`src/rtl/pipe_skid_stage.sv`:
```
// Valid/ready pipeline register with a 2-entry skid buffer and synchronous flush.
// in_ready depends only on registered state and rst, so upstream sees no combinational path from out_ready.
module pipe_skid_stage #(
  parameter int unsigned       WIDTH     = 32,
  parameter logic [WIDTH-1:0]  RESET_VAL = '0
) (
  input  logic             clk,
  input  logic             rst,
  input  logic             flush,
  input  logic             in_valid,
  input  logic [WIDTH-1:0] in_data,
  output logic             in_ready,
  output logic             out_valid,
  output logic [WIDTH-1:0] out_data,
  input  logic             out_ready,
  output logic [1:0]       count
);

  localparam logic [1:0] EMPTY = 2'b00;
  localparam logic [1:0] ONE   = 2'b01;
  localparam logic [1:0] TWO   = 2'b10;

  logic [1:0]       state;
  logic [WIDTH-1:0] main;
  logic [WIDTH-1:0] skid;
  logic             acc;
  logic             emit;

  assign out_data  = main;
  assign out_valid = (state != EMPTY);
  assign in_ready  = (state != TWO) & ~rst;
  assign acc       = in_valid & in_ready;
  assign emit      = out_valid & out_ready;

  always_comb begin
    count = 2'd0;
    case (state)
      ONE:     count = 2'd1;
      TWO:     count = 2'd2;
      default: count = 2'd0;
    endcase
  end

  always_ff @(posedge clk) begin
    if (rst || flush) begin
      state <= EMPTY;
      main  <= RESET_VAL;
      skid  <= RESET_VAL;
    end else begin
      case (state)
        EMPTY: begin
          if (acc) begin
            main  <= in_data;
            state <= ONE;
          end
        end
        ONE: begin
          if (acc && emit) begin
            main <= in_data;
          end else if (acc) begin
            skid  <= in_data;
            state <= TWO;
          end else if (emit) begin
            state <= EMPTY;
          end
        end
        TWO: begin
          // The skid entry moves forward so main always holds the oldest beat.
          if (emit) begin
            main  <= skid;
            state <= ONE;
          end
        end
        default: state <= EMPTY;
      endcase
    end
  end

endmodule

```
`config.mk`:
```
export PLATFORM = sky130hd
export DESIGN_NAME = pipe_skid_stage
export DESIGN_NICKNAME = d
export VERILOG_FILES = /design/src/rtl/pipe_skid_stage.sv
export SDC_FILE = /design/constraint.sdc
export NUM_CORES = 1
export LEC_CHECK = 0
export BUFFER_PORTS_ARGS = -buffer_cell sky130_fd_sc_hd__buf_2
export CORE_ASPECT_RATIO = 0.75
export CORE_UTILIZATION = 57
export CTS_CLUSTER_SIZE = 8
export DETAILED_ROUTE_END_ITERATION = 7
export HOLD_SLACK_MARGIN = 0.03
export PLACE_DENSITY = 0.92
export SYNTH_ARGS = -nofsm -noshare
export SYNTH_HDL_FRONTEND = slang
export SYNTH_SLANG_ARGS = --single-unit
```
`constraint.sdc`:
```
create_clock -name clk -period 3.1 [get_ports clk]
set_input_delay 0.155 -clock clk [delete_from_list [all_inputs] [get_ports clk]]
set_output_delay 0.155 -clock clk [all_outputs]
set_load 0.05 [all_outputs]
```
* After elaboration in Yosys (flattened, before gate mapping)
Cells that the tools add are included.
** Storage, ports and cells
- Output and inout bits :: 36
- Register bits after elaboration :: 66
- Bits of input ports :: 37
- Word-level logic and storage cells :: 35
** Operators by class
- Bitwise operators :: 5
- Reductions and logical operators :: 8
- Equal/unequal tests :: 8
- Mux-type cells :: 11
** Operator list (number)
- $mux 32 :: 3
- $pmux 32 s3 :: 1
- $mux 2 :: 5
- $ne 2x2->1 const B :: 5
- $reduce_and 4->1 :: 2
- $pmux 2 s3 :: 1
- $pmux 2 s2 :: 1
- $and 1x1->1 :: 3
- $ne 3x3->1 const B :: 1
- $reduce_and 3->1 :: 1
- $reduce_bool 3->1 :: 1
- $eq 2x1->1 const B :: 1
- $eq 2x2->1 const B :: 1
- $logic_not 2->1 :: 1
- $not 1->1 :: 2
- $reduce_bool 2->1 :: 1
- $logic_and 1x1->1 :: 1
- $logic_or 1x1->1 :: 1

* Longest topological paths before layout
- Depth in word-level cells :: 6
- Depth in mapped cells :: 7
- Mapped depth without buffers :: 3

* Worst setup path before layout
OpenSTA, ideal clock, no wires.
- Path kind :: reg-to-output
- Start :: register state[0]
- End :: output in_ready
- Setup slack :: 1.009 ns
- Required time :: 2.945 ns
- Data arrival time :: 1.936 ns
- Stages on the path, launching flop included :: 6
- Path buffers :: 2
- Path through :: dfxtp_1 > nand2b_1 > buf_2 > buf_2 > inv_1 > nor2_1
** On the way
- Word-level cells in the longest chain between the ends :: 2
** Ends and longest elaborated chain
- start: declaration :: line 23 : logic [1:0] state;
- start signal: assignment :: line 46 : state <= EMPTY;
- start signal: assignment :: line 54 : state <= ONE;
- start signal: assignment :: line 62 : state <= TWO;
- $ne 2x2->1 :: line 31 : assign in_ready = (state != TWO) & ~rst;
- $and 1x1->1 :: line 31
- end: declaration :: line 12 : output logic in_ready,
Every way passes these cells.

* Final worst setup path
- Start :: register state[1]
- End :: register skid[25]
** On the way
- Word-level cells in the longest chain between the ends :: 6
- Elaborated cells on any way between the ends :: 9
- Those cells by class :: 2 x eq/ne; 4 x bitwise; 3 x reduce/logical
** Ends and longest elaborated chain
- $ne 2x2->1 :: line 31
- $and 1x1->1 :: line 31
- $and 1x1->1 :: line 32 : assign acc = in_valid & in_ready;
- $logic_and 1x1->1 :: line 58 : if (acc && emit) begin
- $not 1->1 (no line)
- $reduce_and 3->1 (no line) *
- end signal: assignment :: line 61 : skid <= in_data;
- end: declaration :: line 25 : logic [WIDTH-1:0] skid;
Every way passes the cells marked *; elsewhere a longest branch is shown, timed or not.
A chain may end at the register's enable or synchronous reset.

==> impl_metrics.json <==
{
  "hold_depth": 3,
  "finalMaxSlewViolations": 0,
  "cp-end-kind": "flop",
  "grt_first_pass_wirelength_mm": 13.3,
  "hold_crit_path_type": "input port to flop",
  "clock_path_buffers": 2,
  "yosys_register_bits": 66,
  "main_area_contributors_after_synthesis": "sky130_fd_sc_hd__dfxtp_1 43%, sky130_fd_sc_hd__a211oi_2 12%, sky130_fd_sc_hd__mux2i_1 11%, sky130_fd_sc_hd__nor4_1 6.6%, sky130_fd_sc_hd__a21oi_1 5.4%",
  "cap_violations": 0,
  "die_area_sq_mm": 0.00565,
  "report.final.hold_viol_count": 0,
  "clock-root-buffer": "sky130_fd_sc_hd__clkbuf_8",
  "first_pass_iters": 6,
  "reg2reg_from": "state[1]",
  "postSynth.asyncResetShare": 0,
  "hold_start": "in_data[17]",
  "synth.area.mux_share": 0.108,
  "p_leak_nw": 1.54,
  "rows": 22,
  "groute.usage.overall": 0.312,
  "post_cts_resized": 0,
  "finalSetupViolations": 0,
  "vias_in_the_first_global_route": 2643,
  "core_region_area_sq_mm": 0.00501,
  "synth_sequential_area_ratio": 0.433,
  "ioPinCount": 73,
  "port_buffers": 72,
  "ys_warn_count": 0,
  "reg2regPathDepth": 3,
  "dieHeight_microns": 65.3,
  "drtAntennaViolNets": 0,
  "max_clock_freq_mhz": 469,
  "p_total_mw": 1.78,
  "cell_variety_after_synth": 28,
  "finalWorstPathRequiredPeriod_ps": 2130,
  "areaGrowthSynthToFinish_pct": 17.0,
  "synthesis.area_per_instance_sq_um": 9.52,
  "synth_xor_xnor_area_share": 0,
  "finalNetCount": 409,
  "worst_ep_required_time_ps": 3360,
  "num_antenna_cells": 0,
  "synth_largest_area_cell": "sky130_fd_sc_hd__dfxtp_1",
  "crit_chain": "or3b_1, o21ai_0, a21oi_1",
  "timing.critical_path.from_type": "flop",
  "adder_and_majority_cell_fraction_of_the_synthesized_area": 0,
  "final.period_utilization": 0.688,
  "synth_largest_type_area_fraction": 0.433,
  "h-tree-depth": 3,
  "clkTransAtPathRegs_ps": 60,
  "critical_path_buf_inv_count": 0,
  "synth_top_flop_cell": "sky130_fd_sc_hd__dfxtp_1",
  "clock_buffer_count_from_cts": 9,
  "yosysMostFrequentCell": "sky130_fd_sc_hd__dfxtp_1",
  "postSynthNetCount": 357,
  "cp_num_cells": 3,
  "mappedNetlistArea_sq_mm": 0.00305,
  "gp_congestion": 0.741,
  "post_synth_inst_count": 320,
  "grt_setup_unrepaired": "no",
  "synth_compound_gate_area_share": 0.240,
  "start_util": 0.608,
  "routed_wirelength_mm": 8.28,
  "setup_total_neg_slack_ps": 0,
  "tightest_slew_ps": 1270,
  "post_route_cells_drive_above_1_share": 0.349,
  "grt.overflow.total": 0,
  "cp_slowest_stage_delay_ps": 950,
  "route.detailed.drc": 0,
  "regToRegEndpoint": "skid[25]",
  "finish.utilization": 0.712,
  "power_density_cells_mw_per_mm2": 498,
  "grt_antenna_before_repair": 0,
  "crit_type": "flop to flop",
  "dieWidth_microns": 86.4,
  "critPathArrivalTime_ps": 2390,
  "cts.hold.buffers_added": 0,
  "drt-initial-drc-count": 346,
  "main_combinational_cell_family_by_area_after_synthesis": "compound AO/OA/AOI/OAI gates",
  "clkLatencyLatePin_ps": 350,
  "post-cts-setup-buffers": 0,
  "max-vdd-ir-drop_uv": 322,
  "detailed_place_hpwl_mm": 5.09,
  "worst_path_dominant_cell_family": "simple AND/OR/NAND/NOR gates",
  "numClockSinks": 66,
  "timing.critical_path.fanout_max": 33,
  "run_status": "complete, no violations",
  "finalClockSkew_ps": 3.67,
  "grt_start_max_net_pins": 41,
  "r2r_setup_slack_ps": 970,
  "share_of_synthesized_cell_area_in_and_or_nand_and_nor_gates": 0.158,
  "avgViaCountPerCell": 6.46,
  "drt-wirelength-per-cell_microns": 18.6,
  "critical_path.slowest_cell": "sky130_fd_sc_hd__or3b_1",
  "synth.cells.most_frequent": "66 x sky130_fd_sc_hd__dfxtp_1, 33 x sky130_fd_sc_hd__a21oi_1, 33 x sky130_fd_sc_hd__mux2i_1",
  "cts_tree": "done",
  "maxSlewHeadroom": 0.152,
  "hold_path_end": "skid[17]",
  "vias": 2873,
  "synth-edff-count": 0,
  "layout.filler_cells": 367
}
[metrics by stage]
| stage | cell area, sq um | std cells | hold slack, ps | setup WS (ps) |
|---|---|---|---|---|
| floorplan | 3050 | 320 | 303 | 1010 |
| global route | 3570 | 445 | 61.6 | 761 |
| finish | 3570 | 445 | 68.5 | 967 |
| CTS | 3570 | 445 | 64.3 | 1030 |
| detailed placement | 3420 | 433 | 428 | 1070 |
| global placement | 3420 | 433 | 419 | 1150 |
[state kept, by name (all words and copies together), names as in the netlist]
signal and count:
out_data 32, skid 32, state 2
[kinds of logic (layout without fill, tap and decap cells)]
kind of cell    after synthesis  count (layout)
compound gates               99              99
simple gates                 81              81
flops                        66              66
mux                          33              33
buf+inv                      41              94
[cell usage in the layout, fill, tap and decap left out, types with 9 or more instances in the layout]
master and count:
sky130_fd_sc_hd__o21ai_0 23, sky130_fd_sc_hd__o21ai_1 9, sky130_fd_sc_hd__a211oi_2 30, sky130_fd_sc_hd__buf_4 9, sky130_fd_sc_hd__clkbuf_8 10, sky130_fd_sc_hd__nor4_1 32, sky130_fd_sc_hd__nand3_1 32, sky130_fd_sc_hd__buf_2 72
sky130_fd_sc_hd__mux2i_1 33, sky130_fd_sc_hd__dfxtp_1 66, sky130_fd_sc_hd__a21oi_1 33
[final cells by class]
type | count | area [sq um] | share of cell area
multi-input combinational | 213 | 1580 | 0.442
tap | 72 | 90.1 | 0.0253
timing repair buffer | 81 | 428 | 0.120
sequential | 66 | 1320 | 0.370
clock buffer | 11 | 141 | 0.0396
inverter | 1 | 3.75 | 0.00105
clock inverter | 1 | 5.00 | 0.00140
[power by group]
part | leakage, nW | switching, mW | internal [mW]
logic | 0.926 | 0.212 | 0.0890
registers | 0.535 | 0.0149 | 0.870
clock network | 0.0770 | 0.298 | 0.293
[worst max path at each step]
stage	startpoint	end	slack (ps)
floorplan	state[0]	in_ready	1010
global placement	state[1]	state[1]	1150
detailed placement	state[1]	skid[25]	1070
CTS	state[1]	out_data[0]	1030
global route	state[1]	skid[25]	760
finish	state[1]	skid[25]	970
[layer usage]
metal	routed length, microns	global-route usage	vias to the layer above	share of wire
met5	0	0	-	0
li1	-	-	1304	-
met3	669	0.0992	22	0.081
met4	165	0.123	0	0.020
met1	3510	0.399	1388	0.42
met2	3930	0.493	159	0.48
[worst min-delay path, stage by stage]
cell                      delay [ps]
sky130_fd_sc_hd__buf_2           100
sky130_fd_sc_hd__nand3_1          50
sky130_fd_sc_hd__a21oi_1          50
Power figures use the tool's default switching activity.
